## src/rtl/uart_line_buffer.sv

```systemverilog
// Line-editing stage between uart_rx and uart_tx: echo, backspace, CR playback.
// Define UART_LINE_UPCASE_EN to upper-case letters during line playback.
module uart_line_buffer #(
  parameter int DEPTH = 32,
  localparam int LEN_W = $clog2(DEPTH + 1)
) (
  input  logic             i_clk,
  input  logic             i_reset,
  input  logic [7:0]       i_rx_data,
  input  logic             i_rx_valid,
  output logic [7:0]       o_tx_data,
  output logic             o_tx_valid,
  input  logic             i_tx_busy,
  output logic [LEN_W-1:0] o_line_len,
  output logic             o_overflow,
  output logic             o_drop,
  output logic [2:0]       o_state,
  output logic [1:0]       o_phase
);
  localparam int IDX_W = (DEPTH > 2) ? $clog2(DEPTH) : 1;

  typedef enum logic [2:0] {
    S_IDLE      = 3'd0,
    S_ECHO      = 3'd1,
    S_ERASE     = 3'd2,
    S_PLAY_HEAD = 3'd3,
    S_PLAY_BODY = 3'd4,
    S_PLAY_TAIL = 3'd5
  } state_t;

  typedef enum logic [1:0] {
    P_EMIT = 2'd0,
    P_GAP  = 2'd1,
    P_WAIT = 2'd2
  } phase_t;

  state_t           state;
  phase_t           phase;
  logic [7:0]       buf_mem [DEPTH];
  logic [LEN_W-1:0] len;
  logic [LEN_W-1:0] idx;
  logic [7:0]       echo_char;
  logic             pend_valid;
  logic [7:0]       pend_data;
  logic             len_inc;
  logic             len_dec;
  logic [7:0]       tx_char;
  logic             last_char;

  wire consume   = (state == S_IDLE) && pend_valid;
  wire printable = (pend_data >= 8'h20) && (pend_data <= 8'h7E);
  wire is_bs     = (pend_data == 8'h08) || (pend_data == 8'h7F);
  wire is_cr     = (pend_data == 8'h0D);
  wire full      = (len == LEN_W'(DEPTH));
  wire buf_we    = consume && printable && !full;

  assign o_line_len = len;
  assign o_state    = state;
  assign o_phase    = phase;

  always_ff @(posedge i_clk) begin
    if (buf_we) buf_mem[len[IDX_W-1:0]] <= pend_data;
  end

  // Byte to send for the current state and character index.
  always_comb begin
    tx_char = 8'h00;
    case (state)
      S_ECHO:  tx_char = echo_char;
      S_ERASE: tx_char = (idx == LEN_W'(1)) ? 8'h20 : 8'h08;
      S_PLAY_HEAD,
      S_PLAY_TAIL: tx_char = (idx == LEN_W'(0)) ? 8'h0D : 8'h0A;
      S_PLAY_BODY: begin
        tx_char = buf_mem[idx[IDX_W-1:0]];
`ifdef UART_LINE_UPCASE_EN
        if (tx_char >= 8'h61 && tx_char <= 8'h7A) tx_char = tx_char - 8'h20;
`endif
      end
      default: tx_char = 8'h00;
    endcase
  end

  always_comb begin
    last_char = 1'b1;
    case (state)
      S_ERASE:     last_char = (idx == LEN_W'(2));
      S_PLAY_HEAD,
      S_PLAY_TAIL: last_char = (idx == LEN_W'(1));
      S_PLAY_BODY: last_char = (idx == len - LEN_W'(1));
      default:     last_char = 1'b1;
    endcase
  end

  // TX handshake: o_tx_valid is a one-cycle pulse issued only when i_tx_busy
  // is low; the following GAP cycle covers the edge where uart_tx raises busy.
  always_ff @(posedge i_clk) begin
    if (i_reset) begin
      state      <= S_IDLE;
      phase      <= P_EMIT;
      idx        <= '0;
      len        <= '0;
      echo_char  <= 8'h00;
      pend_valid <= 1'b0;
      pend_data  <= 8'h00;
      len_inc    <= 1'b0;
      len_dec    <= 1'b0;
      o_tx_valid <= 1'b0;
      o_tx_data  <= 8'h00;
      o_overflow <= 1'b0;
      o_drop     <= 1'b0;
    end else begin
      o_drop <= i_rx_valid && pend_valid && !consume;
      if (consume) pend_valid <= 1'b0;
      if (i_rx_valid && (!pend_valid || consume)) begin
        pend_valid <= 1'b1;
        pend_data  <= i_rx_data;
      end

      // Length changes land one cycle after classification.
      len_inc <= 1'b0;
      len_dec <= 1'b0;
      if (len_inc)      len <= len + LEN_W'(1);
      else if (len_dec) len <= len - LEN_W'(1);

      o_tx_valid <= 1'b0;
      if (state == S_IDLE) begin
        phase <= P_EMIT;
        idx   <= '0;
        if (pend_valid) begin
          if (printable) begin
            state <= S_ECHO;
            if (!full) begin
              len_inc   <= 1'b1;
              echo_char <= pend_data;
            end else begin
              o_overflow <= 1'b1;
              echo_char  <= 8'h07;
            end
          end else if (is_bs && len != '0) begin
            len_dec <= 1'b1;
            state   <= S_ERASE;
          end else if (is_cr) begin
            state <= S_PLAY_HEAD;
          end
        end
      end else begin
        case (phase)
          P_EMIT: if (!i_tx_busy) begin
            o_tx_valid <= 1'b1;
            o_tx_data  <= tx_char;
            phase      <= P_GAP;
          end
          P_GAP: phase <= P_WAIT;
          P_WAIT: if (!i_tx_busy) begin
            phase <= P_EMIT;
            if (!last_char) begin
              idx <= idx + LEN_W'(1);
            end else begin
              idx <= '0;
              case (state)
                S_PLAY_HEAD: state <= (len == '0) ? S_PLAY_TAIL : S_PLAY_BODY;
                S_PLAY_BODY: state <= S_PLAY_TAIL;
                S_PLAY_TAIL: begin
                  state      <= S_IDLE;
                  len        <= '0;
                  o_overflow <= 1'b0;
                end
                default: state <= S_IDLE;
              endcase
            end
          end
          default: phase <= P_EMIT;
        endcase
      end
    end
  end
endmodule
```

## config.mk

```make
export PLATFORM = sky130hd
export DESIGN_NAME = uart_line_buffer
export DESIGN_NICKNAME = d
export VERILOG_FILES = /design/src/rtl/uart_line_buffer.sv
export SDC_FILE = /design/constraint.sdc
export NUM_CORES = 1
export LEC_CHECK = 0
export BUFFER_PORTS_ARGS = -buffer_cell sky130_fd_sc_hd__buf_4
export CAP_MARGIN = 25
export CORE_UTILIZATION = 58
export CTS_BUF_LIST = sky130_fd_sc_hd__clkbuf_4
export DETAILED_ROUTE_END_ITERATION = 6
export GPL_TIMING_DRIVEN = 0
export PLACE_DENSITY = 0.81
export SETUP_SLACK_MARGIN = 0.1
export SYNTH_ARGS = -nofsm -noshare
export SYNTH_HDL_FRONTEND = slang
export SYNTH_SLANG_ARGS = --single-unit
export TNS_END_PERCENT = 50
```

## constraint.sdc

```tcl
create_clock -name i_clk -period 6.66 [get_ports i_clk]
set_input_delay 0.666 -clock i_clk [delete_from_list [all_inputs] [get_ports i_clk]]
set_output_delay 0.666 -clock i_clk [all_outputs]
set_load 0.05 [all_outputs]
```

After elaboration in Yosys (flattened, before gate mapping)
Memories as Yosys holds them, arrays and structs flattened. A register that Yosys moved wholly into a read port is not among the register bits. Index checks and enable logic that the tools add are counted.

Logic and storage cells: 121. Output and inout port bits: 22. Bits of input ports: 12. Memory bits (writable): 256. Flip-flop bits (word level): 47. Memories: 1.

Muxes and demuxes: 43. $add $sub $neg: 3. Bitwise logic cells: 5. Equal/unequal tests: 21. Reductions and logical operators: 33. Magnitude comparators: 2.

Memory list: buf_mem (depth 32, width 8, rd ports 1, clocked after Yosys merged registers in 1, write ports 1, RTL line 39) `logic [7:0] buf_mem [DEPTH];`.

Operators with widths (number): 2-to-1 mux 6 bit (9); case mux 8 bit (4 select lines) (1); 2-to-1 mux 3 bit (9); equality test 8 x 4 -> 1 bit, second input constant (2); 2-to-1 mux 1 bit (16); adder 6 x 1 -> 6 bit, second input constant (2); logical NOT 6 bit (2); 2-to-1 mux 5 bit (2); != test 2 bit, second input constant (5); equality test 8 x 7 -> 1 bit, second input constant (1); >= comparator 8 x 6 -> 1 bit, second input constant (1); less-or-equal comparator 8 x 7 -> 1 bit, second input constant (1); logical AND 1 bit (8); 2-to-1 mux 8 bit (1); nonzero test 2 bit (4); OR reduction 4 bit (2); AND reduction 7 bit (1); equality test 3 x 2 -> 1 bit, second input constant (2); equality test 3 bit, second input constant (2); equality test 6 x 1 -> 1 bit, second input constant (1); equality test 6 x 2 -> 1 bit, second input constant (1); equality test 6 bit (1); equality test 6 bit, second input constant (1); case mux 2 bit (3 select lines) (1); other kinds (20) (31).

Logic depth before layout (Yosys ltp)
Depth after elaboration: 8. Depth in mapped cells: 11. Gate-level depth less buffers: 9.

Least setup slack after synthesis
No wires, ideal clock.

Kind: flip-flop to flip-flop. From: reg len[0] (netlist: o_line_len[0]). To: reg state[2] (netlist: o_state[2]). Setup slack: 3731 ps. Arrival: 2858 ps. Stages on the path, launching flop included: 11. Clock period less this slack: 2929 ps. Setup time: 71 ps. Path buffers: 1. Cell sequence: dfxtp_1 -> clkbuf_1 -> inv_1 -> ha_1 -> nor3b_1 -> xor2_1 -> o21a_1 -> o311ai_1 -> a21oi_2 -> or3_1 -> a21oi_1.

Word-level cells in the longest chain between the ends: 6. Elaborated cells between the ends (all ways): 12. Those cells by class: add/sub: 1; eq/ne: 2; mux: 5; reduce/logical: 4.

Ends and longest elaborated chain: start, declared (RTL line 40) `logic [LEN_W-1:0] len;`; start signal, assigned (RTL line 122) `if (len_inc) len <= len + LEN_W'(1);`; start signal, assigned (RTL line 123) `else if (len_dec) len <= len - LEN_W'(1);`; parallel branches: the longest is 6 deep, another holds subtractor 6 x 1 -> 6 bit; end signal, assigned (RTL line 161) `S_PLAY_HEAD: state <= (len == '0) ? S_PLAY_TAIL : S_PLAY_BODY;`; end, declared (RTL line 37) `state_t state;`.

Parallel ways; which one is timed is not known. The select of a mux whose other input is x is not followed. A chain may end at the register's enable or synchronous reset.

Worst setup path after layout
From: reg pend_data[7]. To: mem buf_mem[22][1], enable pin.

Word-level cells in the longest chain between the ends: 6. Elaborated cells between the ends (all ways): 7. Those cells by class: order compare: 2; mux: 2; reduce/logical: 3.

Ends and longest elaborated chain: start, declared (RTL line 44) `logic [7:0] pend_data;`; start signal, assigned (RTL line 116) `pend_data <= i_rx_data;`; >= comparator 8 x 6 -> 1 bit / less-or-equal comparator 8 x 7 -> 1 bit (equally long branches) (RTL line 51) `wire printable = (pend_data >= 8'h20) && (pend_data <= 8'h7E);`; logical AND 1 bit (*) (RTL line 51); logical AND 1 bit (*) (2 in series) (RTL line 55) `wire buf_we = consume && printable && !full;`; 2-to-1 mux 1 bit (*) (RTL line 62) `if (buf_we) buf_mem[len[IDX_W-1:0]] <= pend_data;`; 2-to-1 mux 1 bit (not written as such) (*) (RTL line 62); end, declared (RTL line 39).

Every way passes the cells marked *; elsewhere a longest branch is shown, timed or not.

==> metrics.yaml <==
logic_synthesis:
  yosysUniqueCellTypes: 69
  synth_edf_count: 256
  yosys-top-cells-area: "edfxtp_1, mux4_2, dfxtp_1"
  synth.avg_cell_area_um2: 15.9
  yosys_warnings: 0
  async_flop_share_pct: 0
  ys_seq_elements: 308
  ys.flop_type: "edfxtp_1"
  synth_nets: 816
  syn_area_mm2: 0.0127
  yosysSeqAreaShare_pct: 68.8
  synth_cells: 796
  synth_top_area_cell: "edfxtp_1"
  synth.top_cell.area_share_pct: 60.6
min_path:
  min_path_type: "in -> reg"
  hold_depth: 3
  hold_end: "pend_valid"
  min_from: "i_rx_valid"
cts:
  clkSlewWorstSetupHoldPaths_ns: 0.06
  cts_hold_buf: 0
  cts_max_path_buffers: 3
  numCtsBuffers: 74
  cts_setup_buffers: 0
  tritoncts: "yes"
  cts_resized: 0
  htreeDepth: 3
  cts.sinks: 308
  clock_latency_ns: 0.68
  root_buffer: "clkbuf_4"
die:
  die_w_um: 150
  fp.dieH_um: 150
  coreArea_mm2: 0.0212
  initial_utilization_pct: 59.8
  die_area_mm2: 0.0225
  io_pins: 34
  rows: 53
drt:
  vias: 7870
  ant_nets: 0
  routedWlPerCell_um: 24.1
  drt_wl_total_mm: 30.0
  firstDrtPassIters: 5
  viasPerCell: 6.32
  drt_iter0_markers: 983
  drc: 0
cells_and_area:
  fin_util_pct: 68.2
  layout-drive-gt1-share_pct: 26.4
  nNetsFinal: 933
  syn_to_final_growth_pct: 14.0
  mostFrequentLayoutCell: "edfxtp_1"
  final_cell_mix: "edfxtp_1, clkbuf_4, nor2_1"
timing:
  rsz0062_at_grt: "no"
  setup_viol_count_final: 0
  worstMarginPinSlew_ns: 1.06
  slew_headroom_pct: 28.7
  min_period_ns: 3.58
  finalHoldViolCount: 0
  slew_violations: 0
  fmax_mhz: 279
  final.setup_skew_ns: 0.0258
  fin_crit_sh_pct: 53.8
  finalSetupTns_ns: 0
run:
  drv_cap: 0
critical_path:
  end_kind: "flop"
  critical_path.top_delay_family: "simple AND/OR/NAND/NOR gates"
  crit_path_start_kind: "flop"
  cp_slowest_cell: "nor2_1"
  r2r_end: "buf_mem[22][1]"
  max_stage_delay_ns: 0.87
  crit_buf_inv: 1
  crit_type: "reg -> reg"
  worstReg2RegStart: "pend_data[7]"
  critPathRequiredTime_ns: 6.96
  r2r_slack_ns: 3.08
  cp_max_fo: 20
  cp_data_arrival_time_ns: 3.88
  worstPathCellList: "buf_16 -> nor3_1 -> a211oi_1 -> nand3_1 -> nor2_1 -> nand2_1 -> nor2_1"
  path_common_cell: "nor2_1"
  r2r_cells: 7
grt:
  grt.overflow.total: 0
  track_usage_pct: 27.9
  grt_pass1_vias: 7870
  antenna_found_initial: 1
  grt_pass1_wl_mm: 45.0
  grt_max_degree: 38
placed_design:
  finalWeightedCongestion: 0.861
  place_hpwl_mm: 19.9
  port-buffer-count: 32
pwr:
  powerDensity_mw_per_mm2: 266
  total_leakage_power_uw: 0.00473
  irDropWorstVdd_mv: 0.236
run_status:
  status: "finished, final reports clean"
-- worst reg2reg max path: cells and delay by family, from the launching register on --
kind            cells  cell delay, ns
simple gates        5            1.78
buf+inv             1            0.23
compound gates      1            0.42
flops               1            0.77
-- worst max path at each step --
stage	start	end	slack [ns]	cells past startpoint
floorplan	o_line_len[0]	o_state[2]	3.73	10
global placement	pend_data[7]	buf_mem[22][2]	2.93	6
detailed placement	pend_data[5]	buf_mem[22][0]	2.97	6
CTS	pend_data[5]	buf_mem[22][3]	2.96	6
global route	pend_data[7]	buf_mem[30][3]	2.88	7
finish	pend_data[7]	buf_mem[22][1]	3.08	7
-- through the flow --
step	setup slack, ns	instances	hold WS (ns)	instance area, um2	power (uW)
2_1_floorplan	3.73	796	0.427	12700	2240
3_3_place_gp	2.93	1103	0.441	13300	2290
3_5_place_dp	2.97	1110	0.449	13400	2310
4_1_cts	2.96	1243	0.191	14400	3860
5_1_grt	2.88	1246	0.206	14500	3980
6_report	3.08	1246	0.223	14500	3860
-- layer usage --
metal	wire [um]	share of wire [%]	up-vias	track usage [%]
met5	0	0	-	0
met4	990	3.3	0	12.5
met1	11200	37	3901	36.6
met2	14900	50	469	45.6
li1	-	-	3418	-
met3	2860	9.5	82	5.24
-- state kept, by name, indices dropped and copies added, names as in the netlist, named ones only --
register    count
buf_mem       256
echo_char       8
idx             6
len_dec         1
len_inc         1
o_drop          1
o_line_len      6
o_overflow      1
o_phase         2
o_state         3
o_tx_data       8
o_tx_valid      1
pend_data       8
pend_valid      1
-- cells in the mapped netlist (all sizes together), types with 2 or more instances --
master   instances
nor2            72
xnor2            7
and4b            2
mux2             2
a31oi            2
nand2b           3
o211ai           6
nand2           49
o21a             4
a21o             2
or3              6
nand3b           7
nor3b            4
ha               8
o22ai            5
edfxtp         256
xnor3            2
o21ai           27
a221oi           8
or3b             2
a21oi           19
mux2i           42
nand3           20
nor2b            6
clkbuf          24
a32oi            2
a22oi            7
o21bai           2
dfxtp           52
and2             5
buf             24
and3b            2
nor4             7
or2              2
and3             4
o2111ai          4
nor3            12
o311ai           2
inv              7
nand4            3
xor2             3
mux4            57
-- where the power goes --
part	switching (uW)	total (uW)	internal [uW]
registers	19.9	2120	2100
logic	97.4	155	57.3
clock network	731	1580	851
-- layout make-up --
| type | instances | area [um2] |
|---|---|---|
| flip-flops and latches | 308 | 8730 |
| fillers | 1406 | 6750 |
| multi-input cells | 433 | 3700 |
| clock buffers | 113 | 848 |
| repair buffers | 41 | 453 |
| well taps | 275 | 344 |
| plain buffers | 48 | 234 |
| clock inverters | 20 | 131 |
| inverters | 7 | 26.3 |
| diodes | 1 | 2.50 |
-- cells by family after synthesis --
group                      after synthesis  synth area share, %
AOI/OAI and AO/OA                      104                 5.66
xor gates and xnor gates                12                 1.04
adders and majority gates                8                0.789
buffers and inverters                   55                 2.05
DFF                                    308                 68.8
muxes                                  101                 13.6
and+or+nand+nor                        208                 8.09
(Power assumes the default switching activity.)
